--- config.mk ---
export PLATFORM = sky130hd
export DESIGN_NAME = retospect_bs_loader
export DESIGN_NICKNAME = d
export VERILOG_FILES = /design/src/rtl/retospect_bs_loader.sv
export SDC_FILE = /design/constraint.sdc
export NUM_CORES = 1
export LEC_CHECK = 0
export CORE_MARGIN = 2
export CORE_UTILIZATION = 55
export CTS_CLUSTER_SIZE = 8
export DETAILED_ROUTE_END_ITERATION = 16
export GPL_TIMING_DRIVEN = 0
export PLACE_DENSITY = 0.82
export REMOVE_ABC_BUFFERS = 1
export SLEW_MARGIN = 0
export SYNTH_ARGS = -nofsm -noshare
export SYNTH_HDL_FRONTEND = slang
export SYNTH_SLANG_ARGS = --single-unit
--- constraint.sdc ---
create_clock -name clk -period 5.7 [get_ports clk]
set_input_delay 1.425 -clock clk [delete_from_list [all_inputs] [get_ports clk]]
set_output_delay 1.425 -clock clk [all_outputs]
set_load 0.05 [all_outputs]
--- src/rtl/retospect_bs_loader.sv ---
// rtl/retospect_bs_loader.sv - byte-stream to config shift-chain loader
//
// Accepts configuration bytes over a valid/ready handshake. It shifts them
// LSB-first onto the config_en/bs_in daisy chain, pulses reset_nn and then
// signals done.
//
// Optional feature macro: RETOSPECT_BS_READBACK_EN
//   When this macro is defined, each bs_out bit that leaves the chain while
//   config_en is high is folded into a CRC-8 (poly 0x07, init 0x00, MSB-first).
//   When it is undefined, readback_crc is tied to zero.
//
// Ports:
//   clk, reset        clock, asynchronous active-high reset
//   start             begin a load (sampled only in IDLE)
//   byte_data/valid   configuration byte in, LSB shifted first
//   byte_ready        loader accepts a byte this cycle
//   config_en, bs_in  shift enable and serial data to the chain
//   bs_out            chain tail output (old configuration)
//   reset_nn          potential-preload pulse after the last bit
//   busy, done        load in progress / one-cycle completion pulse
//   bit_count         bits shifted in the current load
//   readback_crc      CRC-8 of the bits read back from bs_out
module retospect_bs_loader #(
  parameter int CHAIN_BITS    = 1378,
  parameter int NN_RST_CYCLES = 2,
  parameter int CNT_W         = 11
) (
  input  logic             clk,
  input  logic             reset,
  input  logic             start,
  input  logic [7:0]       byte_data,
  input  logic             byte_valid,
  output logic             byte_ready,
  output logic             config_en,
  output logic             bs_in,
  input  logic             bs_out,
  output logic             reset_nn,
  output logic             busy,
  output logic             done,
  output logic [CNT_W-1:0] bit_count,
  output logic [7:0]       readback_crc
);

  localparam logic [CNT_W-1:0] CHAIN_L = CNT_W'(CHAIN_BITS);
  localparam int               NN_W    = (NN_RST_CYCLES > 1) ? $clog2(NN_RST_CYCLES) : 1;
  localparam logic [NN_W-1:0]  NN_LAST = NN_W'(NN_RST_CYCLES - 1);

  typedef enum logic [2:0] {
    IDLE  = 3'd0,
    LOAD  = 3'd1,
    SHIFT = 3'd2,
    NNRST = 3'd3,
    DONE  = 3'd4
  } state_t;

  state_t           state_q, state_d;
  // shreg holds the bits still to come after the one currently on bs_in;
  // bits_left counts them. This allows every output to be registered while
  // the first bit still appears in the cycle right after the handshake.
  logic [6:0]       shreg_q, shreg_d;
  logic [2:0]       bits_left_q, bits_left_d;
  logic [NN_W-1:0]  nn_cnt_q, nn_cnt_d;
  logic [CNT_W-1:0] bit_count_q, bit_count_d;
  logic [CNT_W-1:0] remain;
  logic             byte_ready_q, byte_ready_d;
  logic             config_en_q, config_en_d;
  logic             bs_in_q, bs_in_d;
  logic             reset_nn_q, reset_nn_d;
  logic             busy_q, busy_d;
  logic             done_q, done_d;

  assign remain = CHAIN_L - bit_count_q;

  always_comb begin
    state_d     = state_q;
    shreg_d     = shreg_q;
    bits_left_d = bits_left_q;
    nn_cnt_d    = nn_cnt_q;
    bit_count_d = bit_count_q;
    bs_in_d     = 1'b0;

    case (state_q)
      IDLE: begin
        if (start) begin
          bit_count_d = '0;
          state_d     = LOAD;
        end
      end
      LOAD: begin
        if (byte_valid && byte_ready_q) begin
          bs_in_d = byte_data[0];
          shreg_d = byte_data[7:1];
          // A final partial byte shifts only the bits the chain still needs.
          // Its unused high bits are left behind in shreg.
          bits_left_d = (remain >= CNT_W'(8)) ? 3'd7 : 3'(remain - CNT_W'(1));
          state_d     = SHIFT;
        end
      end
      SHIFT: begin
        bit_count_d = bit_count_q + CNT_W'(1);
        if (bits_left_q != 3'd0) begin
          bs_in_d     = shreg_q[0];
          shreg_d     = {1'b0, shreg_q[6:1]};
          bits_left_d = bits_left_q - 3'd1;
        end else if (bit_count_q + CNT_W'(1) == CHAIN_L) begin
          nn_cnt_d = '0;
          state_d  = NNRST;
        end else begin
          state_d = LOAD;
        end
      end
      NNRST: begin
        nn_cnt_d = nn_cnt_q + NN_W'(1);
        if (nn_cnt_q == NN_LAST) begin
          state_d = DONE;
        end
      end
      DONE: begin
        state_d = IDLE;
      end
      default: begin
        state_d = IDLE;
      end
    endcase

    // All outputs are decoded from the next state so that they register
    // with the state itself.
    byte_ready_d = (state_d == LOAD);
    config_en_d  = (state_d == SHIFT);
    reset_nn_d   = (state_d == NNRST);
    busy_d       = (state_d == LOAD) || (state_d == SHIFT) || (state_d == NNRST);
    done_d       = (state_d == DONE);
  end

  always_ff @(posedge clk or posedge reset) begin
    if (reset) begin
      state_q      <= IDLE;
      shreg_q      <= '0;
      bits_left_q  <= '0;
      nn_cnt_q     <= '0;
      bit_count_q  <= '0;
      byte_ready_q <= 1'b0;
      config_en_q  <= 1'b0;
      bs_in_q      <= 1'b0;
      reset_nn_q   <= 1'b0;
      busy_q       <= 1'b0;
      done_q       <= 1'b0;
    end else begin
      state_q      <= state_d;
      shreg_q      <= shreg_d;
      bits_left_q  <= bits_left_d;
      nn_cnt_q     <= nn_cnt_d;
      bit_count_q  <= bit_count_d;
      byte_ready_q <= byte_ready_d;
      config_en_q  <= config_en_d;
      bs_in_q      <= bs_in_d;
      reset_nn_q   <= reset_nn_d;
      busy_q       <= busy_d;
      done_q       <= done_d;
    end
  end

  assign byte_ready = byte_ready_q;
  assign config_en  = config_en_q;
  assign bs_in      = bs_in_q;
  assign reset_nn   = reset_nn_q;
  assign busy       = busy_q;
  assign done       = done_q;
  assign bit_count  = bit_count_q;

`ifdef RETOSPECT_BS_READBACK_EN
  logic [7:0] crc_q, crc_d;

  // The chain shifts on every cycle where config_en is high. In that same
  // cycle, bs_out carries the old tail bit that is leaving the chain.
  always_comb begin
    crc_d = crc_q;
    if ((state_q == IDLE) && start) begin
      crc_d = 8'h00;
    end else if (config_en_q) begin
      crc_d = {crc_q[6:0], 1'b0} ^ ((crc_q[7] ^ bs_out) ? 8'h07 : 8'h00);
    end
  end

  always_ff @(posedge clk or posedge reset) begin
    if (reset) begin
      crc_q <= 8'h00;
    end else begin
      crc_q <= crc_d;
    end
  end

  assign readback_crc = crc_q;
`else
  logic unused_bs_out;
  assign unused_bs_out = bs_out;
  assign readback_crc  = 8'h00;
`endif

endmodule

# After elaboration in Yosys (flattened, before gate mapping)
# Cells that the tools add are included.
[word_totals] regBits=31 latchBits=0 ram_bits=0 rom_bits=0 mem_count=0
[classes] add_sub_neg=5 multipliers=0 div_mod_pow=0 order_cmp=1 n_eq_ne=13 shift=0 mux=21 n_bitwise=0 n_reduce_logical=11
[op_table] operator="one-hot mux 11 bit (2 select lines)" count=1
[op_table] operator="2-to-1 mux 3 bit" count=7
[op_table] operator="2-to-1 mux 7 bit" count=2
[op_table] operator="one-hot mux 7 bit (2 select lines)" count=1
[op_table] operator="== test 3 x 2 -> 1 bit (second input constant)" count=4
[op_table] operator="one-hot mux 3 bit (4 select lines)" count=1
[op_table] operator="adder 11 x 1 -> 11 bit (second input constant)" count=1
[op_table] operator="== test 11 bit (second input constant)" count=1
[op_table] operator=">= comparator 11 x 4 -> 1 bit (second input constant)" count=1
[op_table] operator="2-to-1 mux 11 bit" count=1
[op_table] operator="subtractor 11 bit (first input constant)" count=1
[op_table] operator="inequality test 2 bit (second input constant)" count=5
[op_table] operator="== test 3 x 1 -> 1 bit (second input constant)" count=2
[op_table] operator="one-hot mux 3 bit (2 select lines)" count=1
[op_table] operator="AND reduction 3 bit" count=2
[op_table] operator="nonzero test 2 bit" count=3
[op_table] operator="subtractor 3 x 1 -> 3 bit (second input constant)" count=2
[op_table] operator="2-to-1 mux 1 bit" count=4
[op_table] operator="one-hot mux 1 bit (2 select lines)" count=2
[op_table] operator="== test 3 bit (second input constant)" count=1
[op_table] operator="zero test 3 bit" count=1
[op_table] operator="nonzero test 3 bit" count=1
[op_table] operator="logical OR 1 bit" count=2
[op_table] operator="2-to-1 mux 2 bit" count=1
[op_table] operator="other kinds (3)" count=3

# Longest topological paths before layout
# Gate-level depths: netlist of run 1.
[logic_depth] depth_word=8 ltp_mapped=8 depth_no_buf=7

# Worst setup path before layout of run 1
# No wires, ideal clock.
[synth_timing] kind="input to register" from="input port byte_valid" to="register bits_left_q[2]" setup_time_ns=0.136 t_arrival_ns=2.329 path_slack_ns=3.235 stages=5 path_buffers=0 cell_sequence="nand2_1 nor3_1 a21oi_1 a221oi_1 o21ai_0"
[synth_between] elab_chain_cells=3
[synth_rtl] element="from (decl)" line="32" rtl="input logic byte_valid,"
[synth_rtl] element="logical AND 1 bit" line="90" rtl="if (byte_valid && byte_ready_q) begin"
[synth_rtl] element="inequality test 2 bit (no line)"
[synth_rtl] element="AND reduction 3 bit (no line)"
[synth_rtl] element="to (signal assigned)" line="151" rtl="bits_left_q <= bits_left_d;"
[synth_rtl] element="to (decl)" line="61" rtl="logic [2:0] bits_left_q, bits_left_d;"
# No other way between the ends.
# A chain may end at the register's enable or synchronous reset.

# Final worst setup path of run 1
[layout_timing] from="register bit_count_q[4] (netlist: bit_count[4])" to="output port bit_count[4]"
[layout_lines] element="from (decl)" line="63" rtl="logic [CNT_W-1:0] bit_count_q, bit_count_d;"
[layout_lines] element="from (signal assigned)" line="153" rtl="bit_count_q <= bit_count_d;"
[layout_lines] element="to (decl)" line="40" rtl="output logic [CNT_W-1:0] bit_count,"
# No word-level cell between the ends.

==> results.md, run 1 <==
Outcome:
- The flow ran to the end, and the final reports show no timing, DRC or antenna violations.

Timing:
- The final clock period utilization by the worst path is 57.8%.
- The final hold slack is 488 ps.
- At the pin with the least slew margin, the transition time is 1310 ps.
- The max-slew violation count was 0.
- The final setup TNS is 0 ps.
- The remaining max-slew budget at the tightest pin is 11.7%.
- The clock period minus final worst setup slack is 3290 ps.
- Setup repair after global routing left no endpoint under its margin.
- Setup violations remaining at the end of the flow were counted as 0.
- Once routing completed, OpenROAD measured the worst setup slack at 2410 ps.
- The upper clock frequency limit is roughly 300 MHz.
- The number of endpoints with negative hold slack in the final report was 0.
- The largest clock skew in the final design is 15.9 ps.

Clock network:
- The clock sink count is 31.
- The number of clock buffers added by TritonCTS is 5.
- At the later pin of the worst-skew pair, clock insertion delay measures around 340 ps.
- The number of buffers inserted by hold repair at cts is 0.
- The post-CTS repair timing setup buffer count is 0.
- Counting along the longest clock path gives a buffer depth of 2.
- Gates resized during post-CTS repair numbered 0.
- The H-tree depth is 2.
- Clock tree synthesis selected as its root buffer the cell clkbuf_4.
- The clock input transition at the sequential cells of the worst setup and hold paths is ~110 ps.
- TritonCTS built the clock tree.

Layout:
- At the end of the flow, the number of nets in the layout was 266.
- The area added between synthesis and finish is 16.8%.
- Summing all multi-input logic gate instances after layout gives slightly above 0.001 mm2.
- The fraction of final layout cells sized beyond drive strength 1 is 7.32%.
- The summed area of non-filler cells in the final layout is 0.00228 mm2.
- The total area of sequential cells is 776 um2.
- The number of antenna diodes in the final layout is 0.
- The fill cell instance count of the final layout is 323.

Die:
- In this run the horizontal extent of the chip is 63.6 um.
- The region available for standard cell placement spans 0.00336 mm2.
- For this design the top-level I/O count stands at 38.
- The chip height is 63.6 um.
- The initial utilization of the core area, before any placement, comes to 58.1%.
- The floorplan step defined a die boundary enclosing between 0.004 and 0.005 mm2.
- The row count is 21.

Worst setup path:
- The required arrival time at the worst endpoint is 4280 ps.
- The cell type group with the largest total delay on the critical path is buffers and inverters.
- Walking the worst path, the cells encountered are clkdlybuf4s50_1.
- The largest single stage delay on the critical path is 890 ps.
- The slowest stage of the critical path is the clkdlybuf4s50_1 cell.
- The buffering stage count on the worst path with inverters included is 1.
- The maximum net fanout on the critical path is 15.
- STA classifies the critical path endpoint as an output port.
- The kind of critical path is reg -> out.
- Data on the critical path arrives at its endpoint at ~1900 ps.
- The worst setup path is launched from a flip-flop.

Pwr:
- The worst IR drop on VDD is 0.262 mV.
- The fraction of power consumed by combinational cells is 41.5%.
- The total power is 0.892 mW.
- In this run, the clock network consumes 20.4% of the power.
- The fraction of power spent switching nets is 41.6%.
- The switching power summed over all nets is 0.370 mW.
- Internal power comes to 0.521 mW.
- The power density over cell area is 390 mW/mm2.
- The static power due to leakage is 0.950 nW.
- Sequential cells burn 38.1% of the power.

Yosys:
- The count of state elements after synthesis is 31.
- The async set-or-reset flop fraction in the synthesized netlist is 100%.
- By area the synthesized netlist is led by dfrtp_1 40%, o21ai_0 5.9%, nand2_1 5.4%, ha_1 5.1%, nor2_1 3.8%.
- Each instance of the synthesized netlist takes up on average slightly below 9 um2.
- The total standard cell area after synthesis is 0.00196 mm2.
- The count of synthesis-stage warnings from yosys is 0.
- The share of the synthesized area in the top cell type is about two fifths.
- dfrtp_1 takes more of the synthesized area than any other cell.
- The post-synthesis sequential area ratio is 39.7%.
- The synthesized netlist contains 53 unique library cells.
- Synthesis produced a netlist whose cell count is 225.
- The most used flip-flop cell after synthesis is dfrtp_1.
- In this run, synthesis inferred 0 flip-flops with an integrated enable.

Route:
- After detailed routing, the total wire length is between 4 and 5 mm.
- The final routed DRC violation total is 0.
- In this run the remaining antenna-violating nets after routing total 0.
- In the routed layout, each cell is associated on average with a via count of roughly 5.6.
- The detailed router used layers up to and including met4.
- After detailed routing, the wire length on met1 is 1.82 mm.
- Summed over all nets, wire length on met3 after detailed routing comes to 224 um.
- The via count of the routed design is ~1600.
- Before antenna repair, the detailed router went through 4 iterations.
- The detailed router finished its first iteration with 106 violations.
- The met2 routed wirelength is 1.99 mm.
- The final routed wire length divided by cell count is 14.0 um.

GRT:
- Global routing used a little under a quarter of the available tracks across all layers.
- The maximum number of pins on one net before global-route repair is 32.
- For this run the aggregate overflow at the end of global routing stands at 0.
- The number of antenna violations at the first check in global routing is 0.
- The number of global-route vias before repair was 1568.
- The global-route wire length before repair is 7.26 mm.

Min path:
- The class of the most critical hold timing path is reg -> reg.

Placement:
- Buffers placed on the I/O ports in this run total 28.
- Routability-driven placement finished with a final weighted congestion of 0.855.
- The placed instances occupy a cell area of roughly 0.0022 mm2.
- Prior to clock tree synthesis, the placed netlist has a worst setup slack of ~2400 ps.
- Once detailed placement completed, the half-perimeter wirelength came to roughly 2.8 mm.

Job:
- The reported max-cap violation count is 0.
==> cell families (layout without fill, tap and decap cells) <==
logic type,Yosys count,in the layout,synth area share [%]
other cells,1,8,0.192
flops,31,31,39.7
simple gates,88,88,23.0
compound gates,60,60,21.2
xor+xnor,1,1,0.448
buf+inv,34,48,8.57
fa+ha+maj,8,8,5.12
mux,2,2,1.86
==> power groups by stage <==
| stage | Sequential [mW] | Combinational [mW] | Clock (mW) |
|---|---|---|---|
| finish | 0.340 | 0.370 | 0.182 |
| global route | 0.350 | 0.409 | 0.201 |
| CTS | 0.340 | 0.372 | 0.184 |
| detailed placement | 0.345 | 0.371 | 0 |
| global placement | 0.342 | 0.363 | 0 |
| floorplan | 0.406 | 0.200 | 0 |
==> metrics by stage <==
| stage | instances | utilization (%) |
|---|---|---|
| after floorplan | 210 | - |
| after global placement | 284 | 65.3 |
| after detailed placement | 284 | 65.3 |
| after CTS | 292 | 67.9 |
| after global routing | 292 | 67.9 |
| final | 292 | 67.9 |
==> final cells by class <==
cell class                 instances  area share [%]
timing repair buffer              28            12.3
inverter                          12            1.97
clock inverter                     2            1.53
tap                               46            2.52
multi-input combinational        167            45.5
sequential                        31            34.0
clock buffer                       6            2.25
==> path summary, 6_finish.rpt <==
kind | start | endpoint | slack [ps] | cells past startpoint
min in group asynchronous | reset | bit_count[6] | 1670 | 2
max in group asynchronous | reset | bits_left_q[2] | 3330 | 2
setup / recovery | bit_count[4] | bit_count[4] | 2410 | 1
setup reg to reg | bit_count[0] | nn_cnt_q | 3320 | 6
hold reg to reg | shreg_q[0] | bs_in | 490 | 1
hold / removal | shreg_q[0] | bs_in | 490 | 1
==> flip-flops by register name, summed over array words and instances (netlist names), 3 cells and up <==
name and count:
state_q 3, shreg_q 7, bit_count 11, bits_left_q 3
==> synth_stat cells (2+ instances only) <==
master / count
a211oi_1: 2
a21oi_1: 6
a31oi_1: 9
and2_1: 3
and3_1: 2
and4_1: 2
buf_2: 5
buf_4: 9
clkbuf_1: 8
dfrtp_1: 31
ha_1: 8
inv_1: 12
nand2_1: 28
nand2b_1: 6
nand3_1: 7
nand4_1: 2
nor2_1: 20
nor2b_1: 2
nor3_1: 2
nor3b_1: 2
nor4_1: 3
o21ai_0: 23
o31ai_1: 2
or2_2: 2
==> cell usage in the layout, fill, tap and decap left out, types with 2 or more instances in the layout <==
cell	n
dfrtp_1	31
nand2_1	28
clkdlybuf4s50_1	28
o21ai_0	23
nor2_1	20
inv_1	12
a31oi_1	9
ha_1	8
conb_1	8
nand3_1	7
nand2b_1	6
a21oi_1	6
clkbuf_4	5
and2_1	3
nor4_1	3
nor2b_1	2
o31ai_1	2
and4_1	2
nor3_1	2
nand4_1	2
a211oi_1	2
and3_1	2
nor3b_1	2
or2_2	2
==> layer usage <==
metal | global-route usage, % | vias to the layer above
li1 | - | 822
met1 | 32.1 | 774
met2 | 33.8 | 44
met3 | 4.82 | 6
met4 | 9.24 | 0
met5 | 0 | -
(Power assumes the default switching activity.)
==> run 2, diff against run 1 <==
--- a/config.mk
+++ b/config.mk
@@ -6,11 +6,11 @@
 export NUM_CORES = 1
 export LEC_CHECK = 0
 export CORE_MARGIN = 2
-export CORE_UTILIZATION = 55
+export CORE_UTILIZATION = 47
 export CTS_CLUSTER_SIZE = 8
 export DETAILED_ROUTE_END_ITERATION = 16
 export GPL_TIMING_DRIVEN = 0
-export PLACE_DENSITY = 0.82
+export PLACE_DENSITY = 0.74
 export REMOVE_ABC_BUFFERS = 1
 export SLEW_MARGIN = 0
 export SYNTH_ARGS = -nofsm -noshare
==> constraint.sdc (replaced) <==
create_clock -name clk -period 2.88 [get_ports clk]
set_input_delay 0.72 -clock clk [delete_from_list [all_inputs] [get_ports clk]]
set_output_delay 0.72 -clock clk [all_outputs]
set_load 0.05 [all_outputs]
==> run 2 against run 1 <==
Effect of this change:
- cell area rose by 1.5%
- global-route usage fell by 3.4 points
- critical endpoint is now bit_count[5]
- via count barely moved
- critical path depth did not move
- largest cell class unchanged
- clock-buffer cell count did not move
- clock power rose by 89%
- sequential share of layout area fell by 0.50 points
- utilization fell by 10 points
- clock skew fell by 13 ps
- register-to-register slack got worse by 2800 ps
==> results.md, run 2 (synthesis results as in run 1) <==
Die:
- The total I/O pin count came to 38 (unchanged).
- The chip height was 68.5 um (+7.7%).
- The full die area is 0.00469 mm2 (+16%).
- The die extent in x is 68.5 um (+7.7%).
- The row count is 23 (+9.5%).
- The effective utilization at floorplan is 48.9% (-9.3 points).
- The total core area is 0.00400 mm2 (+19%).

Layout:
- The fraction of final layout cells sized beyond drive strength 1 is 7.32% (unchanged).
- The flip-flop count of the largest register, all copies and words added is 11 (unchanged).
- The most frequent standard cell in the layout excluding fill and tap cells is dfrtp_1.
- The summed area of non-filler cells in the final layout is 0.00232 mm2 (+1.5%).
- The final-stage net count is 267 (+0.38%).
- The area added between synthesis and finish is 18.5%.
- The fill cell instance count of the final layout is 369 (+14%).
- The antenna diode count came to 0 (unchanged).
- In the layout the commonest cells are 31 x dfrtp_1, 28 x nand2_1, 28 x clkdlybuf4s50_1, 22 x o21ai_0, 20 x nor2_1.
- The final non-filler cell total is 296 (+1.4%).

Placement:
- The placed wire-length estimate after detailed placement is 2.78 mm (-0.75%).
- The count of placed standard cells including taps is 288 (+1.4%).
- The weighted congestion reported at the end of routability-driven placement is 0.820 (-4.2%).
- The total of buffers placed on input and output ports is 28 (unchanged).
- The area of placed instances is 0.00220 mm2 (+0.23%).

Job:
- The reported max-cap violation count is 0 (unchanged).

GRT:
- The fraction of met3 tracks used by global routing was 4.38% (-0.44 points).
- The maximum number of pins on one net before global-route repair is 32 (unchanged).
- After global routing, the most crowded layer is met2.
- The global-route wire length before repair is 6.80 mm (-6.3%).
- The number of antenna violations at the first check in global routing was 0 (unchanged).
- The met1 global-route usage is 26.4% (-5.7 points).
- The met2 routing resource usage after global routing was 30.4% (-3.4 points).
- The number of global-route vias before repair was 1430 (-8.8%).
- The final global-route overflow total is 0 (unchanged).
- The overall fraction of global-route tracks in use is 19.3% (-3.4 points).

Pwr:
- The power density over cell area is 758 mW/mm2 (+94%).
- The worst IR drop on VDD is 0.345 mV (+32%).
- The total power was 1.76 mW (+97%).
- The static power due to leakage is 0.962 nW (+1.2%).

Clock network:
- The post-CTS repair timing setup buffer count is 0 (unchanged).
- The number of buffers inserted by hold repair at cts is 0 (unchanged).
- The number of buffers created by CTS came to 5 (unchanged).
- The H-tree depth came to 2 (unchanged).
- The library cell used as clock root buffer is clkbuf_8.
- TritonCTS built the clock tree.
- The clock sink count is 31 (unchanged).
- The clock latency reported for the late side of the worst-skew pair was 280 ps (-60 ps).
- The clock input transition at the sequential cells of the worst setup and hold paths is 60 ps (-50 ps).
- The number of buffers on the longest clock path was 2 (unchanged).
- The post-cts repair resize count is 0 (unchanged).

Route:
- The detailed-route wire length is 4.16 mm (+1.8%).
- The final routed wire length divided by cell count is 14.1 um (+0.46%).
- The via count of the routed design is 1647 (+0.061%).
- The final routed DRC violation total is 0 (unchanged).
- The via count normalized by instance count is 5.56 (-1.3%).
- The number of detailed-routing iterations run before antenna repair is 4 (unchanged).
- The post-route antenna net violation count is 0 (unchanged).
- The detailed router's first-iteration violation count is 90 (-15%).

Min path:
- The min-delay analysis places its worst path in the category reg -> reg.

Timing:
- The final setup TNS is 0 ps (unchanged).
- The number of endpoints with negative hold slack in the final report is 0 (unchanged).
- The transition at the pin with the smallest max-transition slack is 948 ps (-362 ps).
- The largest clock skew in the final design was 3.28 ps (-12.6 ps).
- The remaining max-slew budget at the tightest pin is 36.8% (+25 points).
- Setup repair after global routing left no endpoint under its margin.
- The clock period could shrink to 2530 ps.
- Dividing the final minimum period by the clock period gives 87.8%.
- The max-slew violation count is 0 (unchanged).
- The upper clock frequency limit is between 300 and 400 MHz.
- The number of failing setup endpoints in the final timing report is 0 (unchanged).

Worst setup path:
- The signal on the critical path passes through clkdlybuf4s50_1.
- The worst path arrival time is 1810 ps (-60 ps).
- The kind of critical path is reg -> out.
- STA classifies the critical path endpoint as an output port.
- The required arrival time at the worst endpoint is 2160 ps (-2120 ps).
- The slowest stage of the critical path is the clkdlybuf4s50_1 cell.
- The buffering stage count on the worst path with inverters included is 1 (unchanged).
- The maximum net fanout on the critical path is 16 (+1).
- The maximum cell stage delay along the critical path is 900 ps (about the same).
- The worst setup path is launched from a flip-flop.
- Among cell families on the critical path, the largest total delay comes from buffers and inverters.

Outcome:
- The run finished with clean final reports.
[run 2: cell types whose count changed in the layout (fill, tap and decap cells not counted)]
cell       change
clkbuf_4       -5
clkbuf_8       +5
buf_16         +1
bufinv_16      -1
o21ai_0        -1
o21ai_1        +1
[run 2: path summary, 6_finish.rpt]
path | startpoint | to | slack, ps | cells after the start
max | bit_count[5] | bit_count[5] | 350 | 1
min | shreg_q[0] | bs_in | 500 | 1
max reg2reg | bit_count[0] | bits_left_q[1] | 490 | 6
min reg2reg | shreg_q[0] | bs_in | 500 | 1
max in group asynchronous | reset | bit_count[0] | 1650 | 3
min in group asynchronous | reset | busy | 760 | 2
[run 2: per-layer routing]
| layer | vias to the layer above | share of wire, % |
|---|---|---|
| met3 | 6 | 3.6 |
| met5 | - | 0 |
| li1 | 822 | - |
| met2 | 27 | 48 |
| met4 | 0 | 1.4 |
| met1 | 792 | 47 |
[run 2: layout make-up]
type	count	area, um2	area share, %
Multi-Input combinational cell	167	1040	44.8
Tap cell	50	62.6	2.70
Clock inverter	1	5.00	0.216
Clock buffer	6	82.6	3.56
Sequential cell	31	776	33.5
Inverter	12	45.0	1.94
Timing Repair Buffer	29	308	13.3
[run 2: power breakdown]
| group | leakage [nW] | switching [mW] | internal [mW] |
|---|---|---|---|
| Clock | 0.0470 | 0.156 | 0.187 |
| Combinational | 0.526 | 0.473 | 0.263 |
| Sequential | 0.389 | 0.106 | 0.570 |
[run 2: through the flow]
stage	setup slack, ps	utilization [%]	hold WS (ps)
floorplan	545	-	467
global placement	231	55.1	472
detailed placement	217	55.1	489
CTS	359	57.2	504
global route	278	57.9	526
finish	352	57.9	497
